$ cat config.mk
export PLATFORM = sky130hd
export DESIGN_NAME = apb_slave_regs_flat
export DESIGN_NICKNAME = d
export VERILOG_FILES = /design/src/rtl/apb_pkg.sv /design/src/rtl/apb_slave_regs_if.sv /design/src/rtl/apb_regfile.sv /design/src/rtl/apb_slave_regs.sv /design/src/flat_wrapper.sv
export SDC_FILE = /design/constraint.sdc
export NUM_CORES = 1
export LEC_CHECK = 0
export BUFFER_PORTS_ARGS = -buffer_cell sky130_fd_sc_hd__buf_2
export CORE_AREA = 2 2 229 231
export CTS_BUF_LIST = sky130_fd_sc_hd__clkbuf_4
export CTS_CLUSTER_DIAMETER = 50
export DETAILED_ROUTE_END_ITERATION = 10
export DIE_AREA = 0 0 231 233
export PLACE_DENSITY = 0.66
export REMOVE_ABC_BUFFERS = 1
export SYNTH_ARGS = -nofsm -noshare
export SYNTH_HDL_FRONTEND = slang
export SYNTH_SLANG_ARGS = --single-unit
$ cat constraint.sdc
create_clock -name hclk -period 3.5 [get_ports hclk]
set_clock_uncertainty 0.1 [all_clocks]
set_input_delay 0.35 -clock hclk [delete_from_list [all_inputs] [get_ports hclk]]
set_output_delay 0.35 -clock hclk [all_outputs]
set_load 0.03 [all_outputs]
$ cat src/rtl/apb_pkg.sv
`default_nettype none
// ============================================================================
//  Module      : apb_pkg
//  Description : Shared types and constants for the APB register slave:
//                FSM state encoding, ID register value and error codes.
//  Revision    : 1.0 - initial release
// ============================================================================
package apb_pkg;

    // Slave transfer state machine encoding
    typedef enum logic [1:0] {
        ST_IDLE   = 2'd0,
        ST_SETUP  = 2'd1,
        ST_ACCESS = 2'd2
    } apb_state_e;

    // Read-only identification word held at register index 0
    localparam logic [31:0] c_id_value = 32'hA5B0_0001;

    // Transfer error classification
    localparam logic [1:0] c_err_none     = 2'd0;
    localparam logic [1:0] c_err_range    = 2'd1;
    localparam logic [1:0] c_err_align    = 2'd2;
    localparam logic [1:0] c_err_readonly = 2'd3;

endpackage
`default_nettype wire

$ cat src/rtl/apb_slave_regs_if.sv
`default_nettype none
// ============================================================================
//  Module      : apb_slave_regs_if
//  Description : APB bus signal bundle between bridge (master) and the
//                register slave.
//  Revision    : 1.0 - initial release
// ============================================================================
interface apb_slave_regs_if;
    logic        psel;
    logic        penable;
    logic        pwrite;
    logic [31:0] paddr;
    logic [31:0] pwdata;
    logic [31:0] prdata;
    logic        pready;
    logic        pslverr;

    modport master (
        output psel, penable, pwrite, paddr, pwdata,
        input  prdata, pready, pslverr
    );

    modport slave (
        input  psel, penable, pwrite, paddr, pwdata,
        output prdata, pready, pslverr
    );
endinterface
`default_nettype wire

$ cat src/rtl/apb_regfile.sv
`default_nettype none
// ============================================================================
//  Module      : apb_regfile
//  Description : 32-bit register array with one write port and one
//                combinational read port. Index 0 holds the fixed ID word
//                and ignores writes.
//  Revision    : 1.0 - initial release
// ============================================================================
module apb_regfile
    import apb_pkg::*;
#(
    parameter int NUM_REGS = 16,
    parameter int IDX_W    = $clog2(NUM_REGS)
) (
    input  wire logic             hclk,
    input  wire logic             hresetn,
    input  wire logic             wr_en,
    input  wire logic [IDX_W-1:0] wr_idx,
    input  wire logic [31:0]      wr_data,
    input  wire logic [IDX_W-1:0] rd_idx,
    output logic      [31:0]      rd_data
);

    logic [31:0] r_mem [NUM_REGS];

    // Storage: reset loads the ID word at index 0 and clears the rest
    always_ff @(posedge hclk or negedge hresetn) begin
        if (!hresetn) begin
            for (int i = 0; i < NUM_REGS; i++) begin
                r_mem[i] <= (i == 0) ? c_id_value : 32'h0;
            end
        end else if (wr_en && (wr_idx != '0)) begin
            r_mem[wr_idx] <= wr_data;
        end
    end

    assign rd_data = r_mem[rd_idx];

endmodule
`default_nettype wire

$ cat src/rtl/apb_slave_regs.sv
`default_nettype none
// ============================================================================
//  Module      : apb_slave_regs
//  Description : APB slave exposing NUM_REGS 32-bit registers at BASE_ADDR.
//                Three-state FSM (IDLE/SETUP/ACCESS), optional wait-state
//                counter, address/alignment/read-only error decode.
//                Macro APB_SLAVE_WAIT_STATES_EN enables WAIT_CYCLES wait
//                states; without it every transfer completes in its first
//                ACCESS cycle.
//  Revision    : 1.0 - initial release
// ============================================================================
module apb_slave_regs
    import apb_pkg::*;
#(
    parameter int          NUM_REGS    = 16,
    parameter logic [31:0] BASE_ADDR   = 32'h0000_0000,
    parameter int          WAIT_CYCLES = 2
) (
    input wire logic        hclk,
    input wire logic        hresetn,
    apb_slave_regs_if.slave bus
);

    localparam int IDX_W      = $clog2(NUM_REGS);
    localparam int REGION_LSB = IDX_W + 2;

    apb_state_e       r_state;
    apb_state_e       w_next;
    logic [31:0]      r_addr;
    logic [31:0]      r_wdata;
    logic             r_write;
    logic             w_latch;
    logic             w_cnt_zero;
    logic             w_ready;
    logic [1:0]       w_err_code;
    logic             w_err;
    logic             w_wr_en;
    logic [IDX_W-1:0] w_idx;
    logic [31:0]      w_rd_data;

`ifdef APB_SLAVE_WAIT_STATES_EN
    logic [3:0] r_cnt;

    // Wait counter: loaded on entry to ACCESS, counts down to the ready cycle
    always_ff @(posedge hclk or negedge hresetn) begin
        if (!hresetn) begin
            r_cnt <= 4'd0;
        end else if (w_latch) begin
            r_cnt <= 4'(WAIT_CYCLES);
        end else if ((r_state == ST_ACCESS) && (r_cnt != 4'd0)) begin
            r_cnt <= r_cnt - 4'd1;
        end
    end

    assign w_cnt_zero = (r_cnt == 4'd0);
`else
    // Counter removed: WAIT_CYCLES has no effect and ACCESS is always ready
    localparam int c_eff_wait = WAIT_CYCLES * 0;
    assign w_cnt_zero = (c_eff_wait == 0);
`endif

    // Address phase values are captured once, when SETUP advances to ACCESS
    assign w_latch = (r_state == ST_SETUP) && bus.psel;

    // State register
    always_ff @(posedge hclk or negedge hresetn) begin
        if (!hresetn) begin
            r_state <= ST_IDLE;
        end else begin
            r_state <= w_next;
        end
    end

    // Next-state logic; penable seen in IDLE is a protocol violation and ignored
    always_comb begin
        w_next = r_state;
        case (r_state)
            ST_IDLE: begin
                if (bus.psel && !bus.penable) w_next = ST_SETUP;
            end
            ST_SETUP: begin
                w_next = bus.psel ? ST_ACCESS : ST_IDLE;
            end
            ST_ACCESS: begin
                if (w_cnt_zero) begin
                    w_next = (bus.psel && !bus.penable) ? ST_SETUP : ST_IDLE;
                end else if (!bus.psel) begin
                    w_next = ST_IDLE;
                end
            end
            default: w_next = ST_IDLE;
        endcase
    end

    // Latched transfer attributes; bus changes after SETUP are not observed
    always_ff @(posedge hclk or negedge hresetn) begin
        if (!hresetn) begin
            r_addr  <= 32'h0;
            r_wdata <= 32'h0;
            r_write <= 1'b0;
        end else if (w_latch) begin
            r_addr  <= bus.paddr;
            r_wdata <= bus.pwdata;
            r_write <= bus.pwrite;
        end
    end

    assign w_idx = r_addr[IDX_W+1:2];

    // Error decode on the latched address: region, alignment, read-only ID
    always_comb begin
        w_err_code = c_err_none;
        if (r_addr[31:REGION_LSB] != BASE_ADDR[31:REGION_LSB]) begin
            w_err_code = c_err_range;
        end else if (r_addr[1:0] != 2'b00) begin
            w_err_code = c_err_align;
        end else if (r_write && (w_idx == '0)) begin
            w_err_code = c_err_readonly;
        end
    end

    assign w_err   = (w_err_code != c_err_none);
    assign w_ready = (r_state == ST_ACCESS) && w_cnt_zero;
    assign w_wr_en = w_ready && r_write && !w_err;

    assign bus.pready  = w_ready;
    assign bus.pslverr = w_ready && w_err;
    assign bus.prdata  = (w_ready && !r_write && !w_err) ? w_rd_data : 32'h0;

    apb_regfile #(
        .NUM_REGS (NUM_REGS),
        .IDX_W    (IDX_W)
    ) u_regfile (
        .hclk     (hclk),
        .hresetn  (hresetn),
        .wr_en    (w_wr_en),
        .wr_idx   (w_idx),
        .wr_data  (r_wdata),
        .rd_idx   (w_idx),
        .rd_data  (w_rd_data)
    );

endmodule
`default_nettype wire

$ cat src/flat_wrapper.sv
// flat-port wrapper written by rule: the top's interface ports become plain ports
module apb_slave_regs_flat import apb_pkg::*;
#(
    parameter int          NUM_REGS    = 16,
    parameter logic [31:0] BASE_ADDR   = 32'h0000_0000,
    parameter int          WAIT_CYCLES = 2
)
  (hclk, hresetn, bus_psel, bus_penable, bus_pwrite, bus_paddr, bus_pwdata, bus_prdata, bus_pready, bus_pslverr);
  apb_slave_regs_if bus_i ();
  input wire logic hclk;
  input wire logic hresetn;
  input wire logic [$bits(bus_i.psel)-1:0] bus_psel;
  input wire logic [$bits(bus_i.penable)-1:0] bus_penable;
  input wire logic [$bits(bus_i.pwrite)-1:0] bus_pwrite;
  input wire logic [$bits(bus_i.paddr)-1:0] bus_paddr;
  input wire logic [$bits(bus_i.pwdata)-1:0] bus_pwdata;
  output wire logic [$bits(bus_i.prdata)-1:0] bus_prdata;
  output wire logic [$bits(bus_i.pready)-1:0] bus_pready;
  output wire logic [$bits(bus_i.pslverr)-1:0] bus_pslverr;
  assign bus_i.psel = bus_psel;
  assign bus_i.penable = bus_penable;
  assign bus_i.pwrite = bus_pwrite;
  assign bus_i.paddr = bus_paddr;
  assign bus_i.pwdata = bus_pwdata;
  assign bus_prdata = bus_i.prdata;
  assign bus_pready = bus_i.pready;
  assign bus_pslverr = bus_i.pslverr;
  apb_slave_regs #(.NUM_REGS(NUM_REGS), .BASE_ADDR(BASE_ADDR), .WAIT_CYCLES(WAIT_CYCLES)) u_core (.hclk(hclk), .hresetn(hresetn), .bus(bus_i));
endmodule
; Yosys cells after proc, flatten, opt, wreduce, memory -nomap -nowiden
; Index checks and enable logic that the tools add are counted.
; W data, S select, Z words.
[word_totals]
reg_bits = 579
in_bits = 69
[classes]
n_lt_le_gt_ge = 2
n_eq_ne = 3
muxes = 14
n_bitwise = 1
reduce_logical = 19
[ops]
columns = cell, n
row1 = $bwmux W512, 1
row2 = $bmux W32 S4, 1
row3 = $demux W32 S4, 1
row4 = $mux W32, 4
row5 = $reduce_bool A26 Y1, 1
row6 = $logic_and A1 B1 Y1, 10
row7 = $mux W2, 5
row8 = $pmux W2 S3, 1
row9 = $ge A5 B5 Y1 const B, 1
row10 = $lt A5 B1 Y1 const B, 1
row11 = $not A4 Y5, 1
row12 = $logic_not A4 Y1, 1
row13 = $reduce_bool A2 Y1, 2
row14 = $reduce_bool A4 Y1, 1
row15 = $logic_not A1 Y1, 3
row16 = $eq A2 B1 Y1 const B, 1
row17 = $eq A2 B2 Y1 const B, 1
row18 = $logic_not A2 Y1, 1
row19 = $ne A2 B1 Y1 const B, 1
row20 = $mux W1, 1

; Logic depth before layout (Yosys ltp)
[depth]
depth_word = 9
mapped_depth = 8
depth_no_buf = 4

; Cells and area by module
; A second synthesis with hierarchy kept.
[unflattened]
cells_unflattened = 1637
area_unflattened_um2 = 25892.3
[by_module_without_submodules]
columns = module, n_inst, cells_each, area_each_um2
row1 = apb_regfile, 1, 1399, 22581.7
row2 = apb_slave_regs, 1, 238, 3310.7

; Worst setup path after synthesis
; No wires, ideal clock.
[synth_path]
kind = reg-to-output
start = reg u_core.r_addr[29]
end = out bus_prdata[0]
t_arrival_ps = 2493
t_required_ps = 3050
slack_ps = 557
stages_incl_launch_ff = 8
path_buffers = 3
cell_sequence = dfrtp_1 > nor4_1 > nand3_2 > buf_4 > or4_1 > clkbuf_1 > clkbuf_1 > a21oi_1
[synth_between]
elab_chain_cells = 6
[synth_lines]
columns = element, line
row1 = from (decl), apb_slave_regs.sv:29  ; logic [31:0] r_addr;
row2 = from (signal assigned), apb_slave_regs.sv:102  ; r_addr <= bus.paddr;
row3 = $reduce_bool A26 Y1, apb_slave_regs.sv:113  ; if (r_addr[31:REGION_LSB] != BASE_ADDR[31:REGION_LSB]) begin
row4 = $mux W2, apb_slave_regs.sv:113
row5 = $reduce_bool A2 Y1, apb_slave_regs.sv:122  ; assign w_err = (w_err_code != c_err_none);
row6 = $logic_not A1 Y1, apb_slave_regs.sv:128  ; assign bus.prdata = (w_ready && !r_write && !w_err) ? w_rd_data : 32'h0;
row7 = $logic_and A1 B1 Y1, apb_slave_regs.sv:128
row8 = $mux W32, apb_slave_regs.sv:128
row9 = to (decl), flat_wrapper.sv:17  ; output wire logic [$bits(bus_i.prdata)-1:0] bus_prdata;
; No other way between the ends.

; Worst setup path in the final report
[layout_path]
start = reg u_core.r_addr[2]
end = out bus_prdata[22]
[layout_between]
elab_chain_cells = 9
word_cells_on_any_way = 13
classes_between = 7 x mux / 1 x bitwise / 5 x reduce/logical
[layout_lines]
columns = element, line
row1 = $logic_not A4 Y1, apb_slave_regs.sv:117  ; end else if (r_write && (w_idx == '0)) begin
row2 = $logic_and A1 B1 Y1, apb_slave_regs.sv:117
row3 = $mux W2, apb_slave_regs.sv:117
row4 = $mux W2, apb_slave_regs.sv:115  ; end else if (r_addr[1:0] != 2'b00) begin
row5 = $mux W2, apb_slave_regs.sv:113
row6 = $reduce_bool A2 Y1, apb_slave_regs.sv:122
row7 = $logic_not A1 Y1, apb_slave_regs.sv:128
row8 = $logic_and A1 B1 Y1, apb_slave_regs.sv:128
row9 = $mux W32 *, apb_slave_regs.sv:128
; Every way passes the cells marked *; elsewhere a longest branch is shown, timed or not. The select of a mux whose other input is x is not followed.

==> impl_metrics.yaml <==
power:
  switching_share: 0.272
  pwr-share-seq: 0.493
  clkPwrFrac: 0.403
  power.switching_mw: 3.99
  leakage_nw: 15.1
  pwr_density_cell_mw_per_mm2: 478
  design_internal_power_mw: 10.7
  comb_power_share: 0.104
  vdd_ir_drop_max_mv: 0.279
global_routing:
  globalRouteTotalUtil: 0.251
  grt_antenna_before_repair: 2
  grt_pass1_vias: 17142
  grt_max_degree: 87
  grt_first_pass_wirelength_um: 101000
  gr-total-overflow: 0
route:
  wl_per_cell_um: 22.7
  drt_iter0_markers: 1111
  drt_drc_violations_left: 0
  ant_nets: 0
  vias: 15876
  postRouteWirelength_um: 63700
  number_of_detailed_route_iterations_in_the_first_pass: 5
  vias_per_cell: 5.66
sta:
  layout_worst_path_cycle_share: 0.965
  final-max-slew-violation-count: 0
  hold_viol: 0
  setup_viol: 0
  relSlewSlack: 0.403
  max_freq_mhz: 296
  totalNegativeSetupSlack_ps: 0
  finalWorstPathRequiredPeriod_ps: 3380
  timing_worst_slew_pin_value_ps: 896
  grt_setup_unrepaired: "true"
synth:
  yosys_reg_bits: 579
  ys_seq_area_frac: 0.569
  synthesis.instances: 1712
  syn_area_per_cell_sq_um: 14.9
  synth-edff-count: 0
  synth.lib_cells_used.distinct: 30
  ys.flop_type: "dfrtp_1"
  yosys_warnings: 0
  postSynth.asyncResetShare: 1.00
  synthesis.area_sq_mm: 0.0255
setup_path:
  r2r-end: "u_core.u_regfile.r_mem[416]$_DFFE_PN0P_"
  worstRegToRegCells: 7
  path_max_fanout: 14
  worst_setup_path_end_kind: "output pin"
  r2r_setup_slack_ps: 630
  crit_type: "reg -> out"
  startpoint_type: "flop"
  crit_arrival_ps: 2930
  cp_data_required_time_ps: 3050
  critical_path.reg2reg.startpoint: "u_core.r_addr[3]$_DFFE_PN0P_"
clock_network:
  htree_num_levels: 4
  cts_buffers: 154
  max-clock-path-buffers: 3
  clock-root-buffer: "clkbuf_4"
  tritoncts: "built"
  cts.sink_count: 579
  clk-insertion-delay-late_ps: 970
  worst_setup_hold_path_clk_slew_ps: 60
min_path:
  hold-path-cell-count: 5
  whs_endpoint: "u_core.r_addr[9]$_DFFE_PN0P_"
  min_path_type: "in -> reg"
  critical_hold_path_startpoint: "bus_psel"
floorplanning:
  die_height_um: 233
  num_rows: 83
  die_width_um: 231
  ioPinCount: 103
  design.die.area_sq_mm: 0.0538
  floorplan.initialDensity: 0.499
  core_region_area_sq_mm: 0.0511
outcome:
  result_of_the_run: "finished clean"
finish:
  syn_to_final_growth_pct: 20.8
  drive_above_1_share: 0.406
  layout_common_cells: "dfrtp_1 (569), mux2_1 (254), clkbuf_4 (238), mux2_2 (226), nand2_1 (195)"
  most_common_cell_after_layout_fill_and_taps_aside: "dfrtp_1"
  final_nets: 2082
  post_layout_nonfiller_instances: 2805
placement:
  total_half_perimeter_wirelength_after_legalization_and_detailed_placement_um: 34500
  place.gp.congestion: 0.734
  post-place-cells: 2389
  count_of_input_and_output_buffers: 102
run:
  max_cap_violations: 0
metal layers:
metal	share of wire	global-route usage
met5	0	0
met4	0.021	0.0891
met3	0.056	0.0630
met2	0.48	0.397
met1	0.44	0.340
power groups by stage:
stage	Combinational (mW)	Clock, mW	Sequential, mW
floorplan	0.536	0	7.38
global route	1.65	6.51	7.29
finish	1.53	5.92	7.24
CTS	1.52	6.11	7.23
global placement	1.23	0	7.34
detailed placement	1.23	0	7.36
logic make-up after synthesis:
logic type             share of synthesized area
multiplexers                               0.325
flip-flops                                 0.569
AND/OR/NAND/NOR                           0.0482
buffers and inverters                     0.0323
AO/OA/AOI/OAI                             0.0251
state kept, by name, indices dropped and copies added, names as in the netlist:
name and count:
u_core.r_addr 32, u_core.r_state 2, u_core.r_wdata 32, u_core.r_write 1
u_core.u_regfile.r_mem 512
layout make-up:
type                    count  area (sq um)
repair buffers            323          2980
flip-flops and latches    579         14500
diodes                      2          5.00
inverters                   2          7.51
clock inverters            28           159
fillers                  3961         20300
multi-input cells         953         10500
well taps                 680           851
clock buffers             238          1790
cells in the mapped netlist (2+ instances only):
library cell | number | area [sq um]
nand2_1 | 195 | 732
nor4_2 | 7 | 87.6
a21oi_1 | 32 | 160
a22oi_1 | 64 | 480
nor4_1 | 7 | 43.8
nor2b_1 | 4 | 25.0
clkbuf_1 | 105 | 394
buf_4 | 27 | 203
inv_1 | 2 | 7.51
buf_1 | 10 | 37.5
mux4_2 | 128 | 2880
nand4_1 | 4 | 25.0
buf_2 | 36 | 180
mux2_2 | 226 | 2540
nor4_4 | 8 | 170
nor2_1 | 3 | 11.3
nand3_1 | 11 | 55.1
dfrtp_1 | 571 | 14300
dfstp_2 | 8 | 210
mux2_1 | 254 | 2860
worst max-delay path by stage:
stage                                        from                               endpoint  cells past startpoint
floorplan            u_core.r_addr[2]$_DFFE_PN0P_  u_core.u_regfile.r_mem[0]$_DFFE_PN0P_                      4
global placement    u_core.r_addr[23]$_DFFE_PN0P_                         bus_prdata[29]                      6
detailed placement  u_core.r_addr[23]$_DFFE_PN0P_                         bus_prdata[29]                      6
CTS                 u_core.r_addr[20]$_DFFE_PN0P_                          bus_prdata[5]                      6
global route         u_core.r_addr[2]$_DFFE_PN0P_                         bus_prdata[22]                      6
finish               u_core.r_addr[2]$_DFFE_PN0P_                         bus_prdata[22]                      6
metrics by stage:
| stage | total power [mW] | hold WS, ps | setup slack (ps) | instance area (sq um) | util |
|---|---|---|---|---|---|
| final | 14.7 | 125 | 124 | 30800 | 0.602 |
| after global routing | 15.4 | 75.0 | -58.0 | 30800 | 0.602 |
| after CTS | 14.9 | 13.6 | -6.79 | 30600 | 0.600 |
| after detailed placement | 8.59 | 258 | 484 | 26900 | 0.526 |
| after global placement | 8.57 | 257 | 531 | 26900 | 0.526 |
| after floorplan | 7.91 | -45.6 | -5180 | 24700 | - |
worst max-delay path, cell delays in order (launching register included):
cell     delay [ps]
dfrtp_4         430
buf_4           170
buf_6           240
mux4_2          520
a22oi_1         290
a21oi_2         120
buf_4           180
timing repair:
| item | CTS | global route |
|---|---|---|
| resized for setup | 79 | 24 |
| endpoints found under the setup margin | 33 | 33 |
| gates cloned | 3 | 0 |
| setup buffers | 9 | 1 |
| hold buffers | 135 | 0 |
| hold endpoints to repair | 571 | 0 |
| pin swaps | 2 | 2 |
Power figures use the tool's default switching activity.
